**src/rtl/uart_lite_pkg.sv**
```systemverilog
// uart_lite_pkg
//   Shared definitions for the uart_lite receive path: the controller FSM
//   state encoding and the default character framing shared with the
//   character_recovery engine.
package uart_lite_pkg;

    // Framing defaults; the controller and the engine must agree on these.
    localparam int OVERSAMPLING_DEF = 16;
    localparam int DATA_BITS_DEF    = 8;

    // Controller FSM state encoding.
    localparam logic [0:0] ST_INIT = 1'b0;  // engine held in reset, waiting for idle line
    localparam logic [0:0] ST_RUN  = 1'b1;  // engine running, characters accepted

endpackage

```
**src/rtl/uart_rx_fifo.sv**
```systemverilog
// uart_rx_fifo
//   Synchronous character FIFO for the uart_lite receive path.
//   A push on a full FIFO is only accepted when a pop happens in the same
//   cycle; otherwise it is ignored (the caller flags the overrun).
//   A pop on an empty FIFO has no effect.
// Ports
//   clk_i    in   sole clock
//   rst_i    in   synchronous active-high reset, empties the FIFO
//   push_i   in   write data_i this cycle
//   data_i   in   character to write
//   pop_i    in   remove the head this cycle
//   data_o   out  head of the FIFO (valid while empty_o is low)
//   full_o   out  FIFO holds FIFO_DEPTH entries
//   empty_o  out  FIFO holds no entries
//   level_o  out  occupancy, 0..FIFO_DEPTH
module uart_rx_fifo #(
    parameter int DATA_BITS  = 8,
    parameter int FIFO_DEPTH = 4
) (
    input  logic                            clk_i,
    input  logic                            rst_i,
    input  logic                            push_i,
    input  logic [DATA_BITS-1:0]            data_i,
    input  logic                            pop_i,
    output logic [DATA_BITS-1:0]            data_o,
    output logic                            full_o,
    output logic                            empty_o,
    output logic [$clog2(FIFO_DEPTH):0]     level_o
);
    localparam int PW = $clog2(FIFO_DEPTH);
    localparam int LW = PW + 1;

    logic [DATA_BITS-1:0] mem_q [FIFO_DEPTH];
    logic [DATA_BITS-1:0] mem_d [FIFO_DEPTH];
    logic [PW-1:0]        wr_ptr_q, wr_ptr_d;
    logic [PW-1:0]        rd_ptr_q, rd_ptr_d;
    logic [LW-1:0]        level_q, level_d;
    logic                 do_push;
    logic                 do_pop;

    assign empty_o = (level_q == '0);
    assign full_o  = (level_q == LW'(FIFO_DEPTH));
    assign data_o  = mem_q[rd_ptr_q];
    assign level_o = level_q;

    always_comb begin
        do_pop  = pop_i && !empty_o;
        // A pop in the same cycle frees the slot, so a push at full still lands.
        do_push = push_i && (!full_o || do_pop);

        mem_d    = mem_q;
        wr_ptr_d = wr_ptr_q;
        rd_ptr_d = rd_ptr_q;
        level_d  = level_q;

        if (do_push) begin
            mem_d[wr_ptr_q] = data_i;
            wr_ptr_d        = wr_ptr_q + PW'(1);
        end
        if (do_pop) begin
            rd_ptr_d = rd_ptr_q + PW'(1);
        end
        case ({do_push, do_pop})
            2'b10:   level_d = level_q + LW'(1);
            2'b01:   level_d = level_q - LW'(1);
            default: level_d = level_q;
        endcase
    end

    // Storage needs no reset: nothing is read before it is written.
    always_ff @(posedge clk_i) begin
        mem_q <= mem_d;
    end

    always_ff @(posedge clk_i) begin
        if (rst_i) begin
            wr_ptr_q <= '0;
            rd_ptr_q <= '0;
            level_q  <= '0;
        end else begin
            wr_ptr_q <= wr_ptr_d;
            rd_ptr_q <= rd_ptr_d;
            level_q  <= level_d;
        end
    end

endmodule

```
**src/rtl/uart_rx_controller.sv**
```systemverilog
// uart_rx_controller
//   Sequences the uart_lite character_recovery engine:
//   - two-flop synchroniser on the RX pad, inverted into the engine's
//     start=1/stop=0 polarity (rec_rx_o),
//   - oversample strobe generator driven by a runtime divisor (rec_valid_o),
//   - INIT/RUN FSM holding the engine in reset until the line has been idle
//     for OVERSAMPLING consecutive strobes (rec_rst_o),
//   - character FIFO with valid/ready output and sticky overrun flag.
//   Optional break detection is built when UART_RX_BREAK_DETECT_EN is defined;
//   otherwise break_o is tied low.
// Handshake: data_o/valid_o form a valid/ready source; a character leaves the
//   FIFO on every cycle where valid_o && ready_i, and data_o holds steady while
//   valid_o && !ready_i.
// Ports
//   clk_i, rst_i           clock, synchronous active-high reset
//   rx_i                   asynchronous RX pad, idle high
//   div_i, div_we_i        divisor load (clocks per oversample strobe)
//   rec_rx_o, rec_valid_o, rec_rst_o   to the engine
//   rec_char_i, rec_valid_i            from the engine
//   data_o, valid_o, ready_i, level_o  character FIFO output
//   overrun_o, ovr_clr_i               sticky overrun and its clear
//   break_o                            line-break indication
module uart_rx_controller
    import uart_lite_pkg::*;
#(
    parameter int OVERSAMPLING = OVERSAMPLING_DEF,
    parameter int DATA_BITS    = DATA_BITS_DEF,
    parameter int FIFO_DEPTH   = 4,
    parameter int DIV_W        = 16,
    parameter int DIV_RESET    = 1
) (
    input  logic                          clk_i,
    input  logic                          rst_i,
    input  logic                          rx_i,
    input  logic [DIV_W-1:0]              div_i,
    input  logic                          div_we_i,
    output logic                          rec_rx_o,
    output logic                          rec_valid_o,
    output logic                          rec_rst_o,
    input  logic [DATA_BITS-1:0]          rec_char_i,
    input  logic                          rec_valid_i,
    output logic [DATA_BITS-1:0]          data_o,
    output logic                          valid_o,
    input  logic                          ready_i,
    output logic [$clog2(FIFO_DEPTH):0]   level_o,
    output logic                          overrun_o,
    input  logic                          ovr_clr_i,
    output logic                          break_o
);
    localparam int IDLE_W = $clog2(OVERSAMPLING + 1);

    logic                 sync1_q, sync1_d;
    logic                 sync2_q, sync2_d;
    logic [DIV_W-1:0]     div_q, div_d;
    logic [DIV_W-1:0]     cnt_q, cnt_d;
    logic [0:0]           state_q, state_d;
    logic [IDLE_W-1:0]    idle_cnt_q, idle_cnt_d;
    logic                 overrun_q, overrun_d;

    logic [DIV_W-1:0]     eff_div;
    logic                 strobe;
    logic                 rec_rx;
    logic                 push;
    logic                 pop;
    logic                 fifo_full;
    logic                 fifo_empty;

    assign rec_rx      = ~sync2_q;
    assign rec_rx_o    = rec_rx;
    assign rec_valid_o = strobe;
    assign rec_rst_o   = (state_q == ST_INIT);
    assign valid_o     = !fifo_empty;
    assign overrun_o   = overrun_q;

    // Engine output is meaningless while it is held in reset.
    assign push = rec_valid_i && (state_q == ST_RUN);
    assign pop  = valid_o && ready_i;

    always_comb begin
        sync1_d = rx_i;
        sync2_d = sync1_q;

        // A divisor of 0 behaves like 1: a strobe every cycle.
        eff_div = (div_q == '0) ? DIV_W'(1) : div_q;
        strobe  = (cnt_q == eff_div - DIV_W'(1));

        div_d      = div_q;
        cnt_d      = strobe ? '0 : cnt_q + DIV_W'(1);
        state_d    = state_q;
        idle_cnt_d = idle_cnt_q;

        if (div_we_i) begin
            // New rate: restart the strobe phase and re-qualify the line.
            div_d      = div_i;
            cnt_d      = '0;
            state_d    = ST_INIT;
            idle_cnt_d = '0;
        end else if (strobe && (state_q == ST_INIT)) begin
            if (rec_rx) begin
                idle_cnt_d = '0;
            end else if (idle_cnt_q == IDLE_W'(OVERSAMPLING - 1)) begin
                // This strobe is the OVERSAMPLING-th consecutive idle one.
                state_d    = ST_RUN;
                idle_cnt_d = '0;
            end else begin
                idle_cnt_d = idle_cnt_q + IDLE_W'(1);
            end
        end

        // Setting beats clearing when both happen together.
        overrun_d = overrun_q;
        if (push && fifo_full && !pop) begin
            overrun_d = 1'b1;
        end else if (ovr_clr_i) begin
            overrun_d = 1'b0;
        end
    end

    always_ff @(posedge clk_i) begin
        if (rst_i) begin
            sync1_q    <= 1'b1;
            sync2_q    <= 1'b1;
            div_q      <= DIV_W'(DIV_RESET);
            cnt_q      <= '0;
            state_q    <= ST_INIT;
            idle_cnt_q <= '0;
            overrun_q  <= 1'b0;
        end else begin
            sync1_q    <= sync1_d;
            sync2_q    <= sync2_d;
            div_q      <= div_d;
            cnt_q      <= cnt_d;
            state_q    <= state_d;
            idle_cnt_q <= idle_cnt_d;
            overrun_q  <= overrun_d;
        end
    end

`ifdef UART_RX_BREAK_DETECT_EN
    // A break is a low pad held for a whole frame: start, data and stop bits.
    localparam int BRK_MAX = (DATA_BITS + 2) * OVERSAMPLING;
    localparam int BRK_W   = $clog2(BRK_MAX + 1);

    logic [BRK_W-1:0] brk_cnt_q, brk_cnt_d;

    always_comb begin
        brk_cnt_d = brk_cnt_q;
        if (div_we_i) begin
            brk_cnt_d = '0;
        end else if (strobe) begin
            if (!rec_rx) begin
                brk_cnt_d = '0;
            end else if (brk_cnt_q != BRK_W'(BRK_MAX)) begin
                brk_cnt_d = brk_cnt_q + BRK_W'(1);
            end
        end
    end

    always_ff @(posedge clk_i) begin
        if (rst_i) begin
            brk_cnt_q <= '0;
        end else begin
            brk_cnt_q <= brk_cnt_d;
        end
    end

    assign break_o = (brk_cnt_q == BRK_W'(BRK_MAX));
`else
    assign break_o = 1'b0;
`endif

    uart_rx_fifo #(
        .DATA_BITS  (DATA_BITS),
        .FIFO_DEPTH (FIFO_DEPTH)
    ) u_fifo (
        .clk_i   (clk_i),
        .rst_i   (rst_i),
        .push_i  (push),
        .data_i  (rec_char_i),
        .pop_i   (pop),
        .data_o  (data_o),
        .full_o  (fifo_full),
        .empty_o (fifo_empty),
        .level_o (level_o)
    );

endmodule

```
**config.mk**
```make
export PLATFORM = sky130hd
export DESIGN_NAME = uart_rx_controller
export DESIGN_NICKNAME = d
export VERILOG_FILES = /design/src/rtl/uart_lite_pkg.sv /design/src/rtl/uart_rx_fifo.sv /design/src/rtl/uart_rx_controller.sv
export SDC_FILE = /design/constraint.sdc
export NUM_CORES = 1
export LEC_CHECK = 0
export ABC_AREA = 1
export CAP_MARGIN = 0
export CORE_MARGIN = 8
export CORE_UTILIZATION = 60
export CTS_CLUSTER_SIZE = 12
export DETAILED_ROUTE_END_ITERATION = 10
export PLACE_DENSITY = 0.91
export SYNTH_ARGS = -nofsm -noshare
export SYNTH_HDL_FRONTEND = slang
export SYNTH_SLANG_ARGS = --single-unit
```
**constraint.sdc**
```tcl
create_clock -name clk_i -period 3.7 [get_ports clk_i]
set_input_delay 0.555 -clock clk_i [delete_from_list [all_inputs] [get_ports clk_i]]
set_output_delay 0.555 -clock clk_i [all_outputs]
set_load 0.005 [all_outputs]
```
Word-level counts from Yosys, hierarchy flattened --
Index checks and enable logic that the tools add are counted.
Cells by class: add/subtract/negate cells 7, magnitude comparators 3, equality and inequality tests 5, mux-type cells 12, bitwise gates (word level) 4, reduce and logical (&&, ||, !) cells 19
Operators by type and width (number):
- bitwise mux 32 bit | 1
- two-way mux 8 bit | 3
- adder 16 x 1 -> 16 bit, second input constant | 1
- binary-select mux 8 bit (select 2 bit) | 1
- demux 8 bit (select 2 bit) | 1
- == test 16 bit | 1
- zero test 16 bit | 1
- two-way mux 16 bit | 1
- subtractor 16 x 1 -> 16 bit, second input constant | 1
- two-way mux 5 bit | 2
- logical AND 1 bit | 8
- greater-or-equal comparator 3 bit, second input constant | 2
- NOT 2 -> 3 bit | 2
- one-hot mux 3 bit (2 select lines) | 1
- adder 5 x 1 -> 5 bit, second input constant | 1
- == test 5 x 4 -> 1 bit, second input constant | 1
- adder 2 x 1 -> 2 bit, second input constant | 2
- nonzero test 2 bit | 2
- adder 3 x 1 -> 3 bit, second input constant | 1
- == test 3 bit, second input constant | 1
- zero test 1 bit | 3
- zero test 3 bit | 1
- less-than comparator 3 x 1 -> 1 bit, second input constant | 1
- AND reduction 3 bit | 1
- 8 further kinds | 10
Word-level totals: flip-flop bits (word level) 80, bits of input ports 31

Longest topological paths before layout --
Gate-level depths: netlist (run 1).
depth after elaboration 8, gate-level depth with buffers 22, depth with buffers taken out 22

By module --
A second synthesis (run 1) with hierarchy kept.
Second synthesis, totals: cells, all modules 539, area total of the unflattened synthesis 4394.2 um^2
Modules (own cells, without submodules):
- uart_rx_controller | times used 1, cells each 392, area an instance 2731.4 um^2
- uart_rx_fifo | times used 1, cells each 147, area an instance 1662.8 um^2

Worst setup path after synthesis (run 1) --
No wires, ideal clock.
path type register to output, start register div_q[8], end output rec_valid_o, data arrival time 2.165 ns, required time 3.145 ns, slack 0.980 ns, cell stages (with the launch flop) 19, path through dfxtp_1 > nor2_2 > nand2_1 > nor2_4 > nand2_4 > nand2_2 > inv_1 > ha_1 > nand2_2 > nor2_2 > nand2_1 > xor2_1 > inv_1 > nand2_1 > nand2_1 > nor2_1 > nand3_1 > nor3_1 > and2_1
Between the ends: cells in the longest elaborated chain, start to end 4
RTL lines:
- start, declared | line uart_rx_controller.sv:54 | logic [DIV_W-1:0] div_q, div_d;
- start signal, assigned | line uart_rx_controller.sv:123 | div_q <= DIV_W'(DIV_RESET);
- start signal, assigned | line uart_rx_controller.sv:131 | div_q <= div_d;
- zero test 16 bit | line uart_rx_controller.sv:84 | eff_div = (div_q == '0) ? DIV_W'(1) : div_q;
- two-way mux 16 bit * | line uart_rx_controller.sv:84
- subtractor 16 x 1 -> 16 bit * | line uart_rx_controller.sv:85 | strobe = (cnt_q == eff_div - DIV_W'(1));
- == test 16 bit * | line uart_rx_controller.sv:85
- end, declared | line uart_rx_controller.sv:38 | output logic rec_valid_o,
Mark *: on every way between the ends. The rest lies on a longest branch, timed or not.

Final worst setup path (run 1) --
start register div_q[13], end output rec_valid_o
Same word-level chain as after synthesis.

==> impl_metrics.tcl, run 1 <==
set metrics [dict create \
    dpl.hpwl_um 7110 \
    vias_per_cell 5.78 \
    insertion_delay_ns 0.35 \
    synth_top_family_by_area "simple AND/OR/NAND/NOR gates" \
    final_util_pct 75.1 \
    max_slew.worst_pin.slew_ns 0.804 \
    start_kind "flip-flop" \
    drt_pass1_iterations 5 \
    status "complete, but fails checks" \
    hold_path_class "reg2reg" \
    route.detailed.drc 0 \
    grt.total_usage_pct 20.3 \
    post_synth_fa_ha_maj_area_fraction_pct 3.00 \
    power_density_nw_per_um2 376 \
    grt_pass1_wl_um 16000 \
    clk_path_buf_depth 2 \
    synthCells 486 \
    area_growth_pct 19.8 \
    finalCritPeriodShare_pct 100 \
    violations "setup timing" \
    critPathKind "reg2out" \
    nets 577 \
    cts-hold-fix-buffers 0 \
    coreArea_um2 6390 \
    die_y_um 97.7 \
    synth_xor_area_share_pct 6.00 \
    nFillCells 462 \
    ys_types 40 \
    cap_violations 0 \
    synth_edf_count 32 \
    antenna_found_initial 0 \
    port_buffers 46 \
    drive_gt1_share_pct 11.6 \
    synthArstFlopShare_pct 0 \
    rows 29 \
    clockRootBuffer "clkbuf_8" \
    h-tree-depth 3 \
    synthTopCellsByArea "dfxtp_1, edfxtp_1, nor2_1" \
    syn_area_um2 4000 \
    slew_violations 0 \
    final-setup-viol-count 1 \
    grt_max_degree 22 \
    hold_ws_ns 0.418 \
    cp.required_ns 3.14 \
    post-route-cell-area_um2 4790 \
    cts.sinks 80 \
    vias 3579 \
    cts_tree "yes" \
    syn_nets 526 \
    clkTransAtPathRegs_ns 0.08 \
    yosys.area.top_type "dfxtp_1" \
    n_antenna_cell 0 \
    initial_core_util_pct 62.7 \
    cp.arrival_ns 3.15 \
    fin_worst_skew_ns 0.00715 \
    drt_wl_total_um 9880 \
    ant_nets 0 \
    fin_tns_setup_ns -0.00999 \
    ir_drop_mv 0.318 \
    numCtsBuffers 9 \
    finalCriticalPeriod_ns 3.71 \
    synth-simple-area-share_pct 24.8 \
    netlist.area_leader.share_pct 24.0 \
    avgSynthCellArea_um2 8.23 \
    die_w_um 97.7 \
    gp_congestion 0.948 \
    finalHoldViolations 0 \
    leakage_nw 1.87 \
    wire_per_inst_um 16.0 \
    setup_ws_ns -0.00999 \
    end_kind "primary output" \
    fmax_ghz 0.270 \
    slew_headroom_pct 46.2 \
    synthFlopType "dfxtp_1" \
    die_area_um2 9540 \
    synth_mux_area_share_pct 0 \
    yosysWarnings 0 \
    first_global_vias 3527 \
    drt-initial-drc-count 246 \
    synth_compound_area_share_pct 10.8 \
    placed_cell_area_um2 4520 \
    critPathMaxFanout 6 \
    synth_seq_cells 80 \
    grt_overflow 0 \
    num_io_pins 48 \
    yosysSeqAreaShare_pct 48.0 \
]
layout by cell type (no fill, tap or decap), types with 3 or more instances in the layout:
| master | count |
|---|---|
| a21oi_1 | 23 |
| ha_1 | 8 |
| o21ai_0 | 41 |
| xnor2_1 | 5 |
| nor2_2 | 11 |
| inv_1 | 60 |
| nand4_1 | 7 |
| a31oi_1 | 3 |
| buf_4 | 4 |
| edfxtp_1 | 32 |
| clkbuf_8 | 9 |
| nand2_2 | 3 |
| o22ai_1 | 8 |
| xor2_1 | 18 |
| nand3b_1 | 3 |
| or2_2 | 4 |
| nand2_1 | 63 |
| nand3_1 | 24 |
| dfxtp_2 | 9 |
| nor3_1 | 10 |
| clkinv_1 | 4 |
| clkdlybuf4s50_1 | 45 |
| dfxtp_1 | 39 |
| nor2_1 | 72 |
| nor2_4 | 7 |
layer usage:
metal,global-route usage [%],up-vias,wire length [um]
li1,-,1690,-
met2,34.2,163,4830
met1,23.1,1685,4010
met3,4.48,41,658
met4,11.7,0,382
met5,0,-,0
registers in the layout, indices dropped and copies added, names as in the netlist:
| name | cells |
|---|---|
| u_fifo.mem_q | 32 |
| sync2_q | 1 |
| u_fifo.level_o | 3 |
| div_q | 16 |
| state_q | 1 |
| overrun_o | 1 |
| cnt_q | 16 |
| u_fifo.rd_ptr_q | 2 |
| u_fifo.wr_ptr_q | 2 |
| idle_cnt_q | 5 |
| sync1_q | 1 |
report_power, final:
group	internal, W	switching (W)
logic	0.0000842	0.000116
registers	0.000930	0.0000200
clock network	0.000316	0.000337
cell usage after synthesis, types with 8 or more instances:
library cell / instances
a21oi_1: 23
clkbuf_1: 8
dfxtp_1: 48
edfxtp_1: 32
ha_1: 8
inv_1: 60
nand2_1: 64
nand3_1: 24
nor2_1: 77
nor2_2: 11
nor3_1: 11
o21ai_0: 41
o22ai_1: 8
xor2_1: 18
metrics by stage:
stage                     instances  setup WS (ns)  power (W)
final                           619       -0.00999    0.00180
after global placement          600          0.286    0.00114
after detailed placement        600          0.192    0.00115
after global routing            619         -0.240    0.00187
after CTS                       618          0.179    0.00179
after floorplan                 486          0.980    0.00108
cell families (layout without fill, tap and decap cells):
family,after synthesis,after routing
AND/OR/NAND/NOR,217,217
AO/OA/AOI/OAI,80,80
flip-flops,80,80
buffers and inverters,74,130
XOR/XNOR,25,25
adder cells (fa/ha/maj),9,9
other,1,1
final timing paths:
| kind | depth (start not counted) | endpoint | slack, ns | startpoint |
|---|---|---|---|---|
| worst max-delay path | 16 | rec_valid_o | -0.01 | div_q[13] |
| worst min register to register | 1 | sync2_q | 0.42 | sync1_q |
| worst max register to register | 15 | cnt_q[3] | 0.80 | div_q[13] |
| worst min-delay path | 1 | sync2_q | 0.42 | sync1_q |
final cells by class:
| cell class | instances | area [um^2] | share of cell area, % |
|---|---|---|---|
| tap | 77 | 96.3 | 2.01 |
| inverter | 64 | 240 | 5.01 |
| sequential | 80 | 1930 | 40.3 |
| clock inverter | 6 | 67.6 | 1.41 |
| clock buffer | 10 | 128 | 2.66 |
| multi-input combinational | 332 | 1840 | 38.4 |
| timing repair buffer | 50 | 489 | 10.2 |
what timing repair did:
item                                    4_1_cts  5_1_grt
pin swaps                                     6        5
buffers inserted                              2        1
endpoints found under the setup margin        1        1
gates resized for setup                      13       10
worst max-delay path, cell delays in order (launching register included):
cell and delay (ns):
dfxtp_2 0.37, nor2_4 0.14, nand2_1 0.08, nor2_2 0.16, nand2_4 0.10, nand2_2 0.08, inv_1 0.05, ha_1 0.25
nand2_4 0.14, xor2_1 0.24, xor2_1 0.28, nand2_1 0.09, nor2_1 0.16, nand4_1 0.15, nor2_1 0.15, and2_1 0.15
dlygate4sd2_1 0.23
(Power assumes the default switching activity.)
==> inputs of run 2 (changes only) <==
- SLEW_MARGIN: default -> 10
- TNS_END_PERCENT: default -> 50
==> results of run 2 <==
Same layout as run 1: the final DEF is identical, and so are final timing and power.
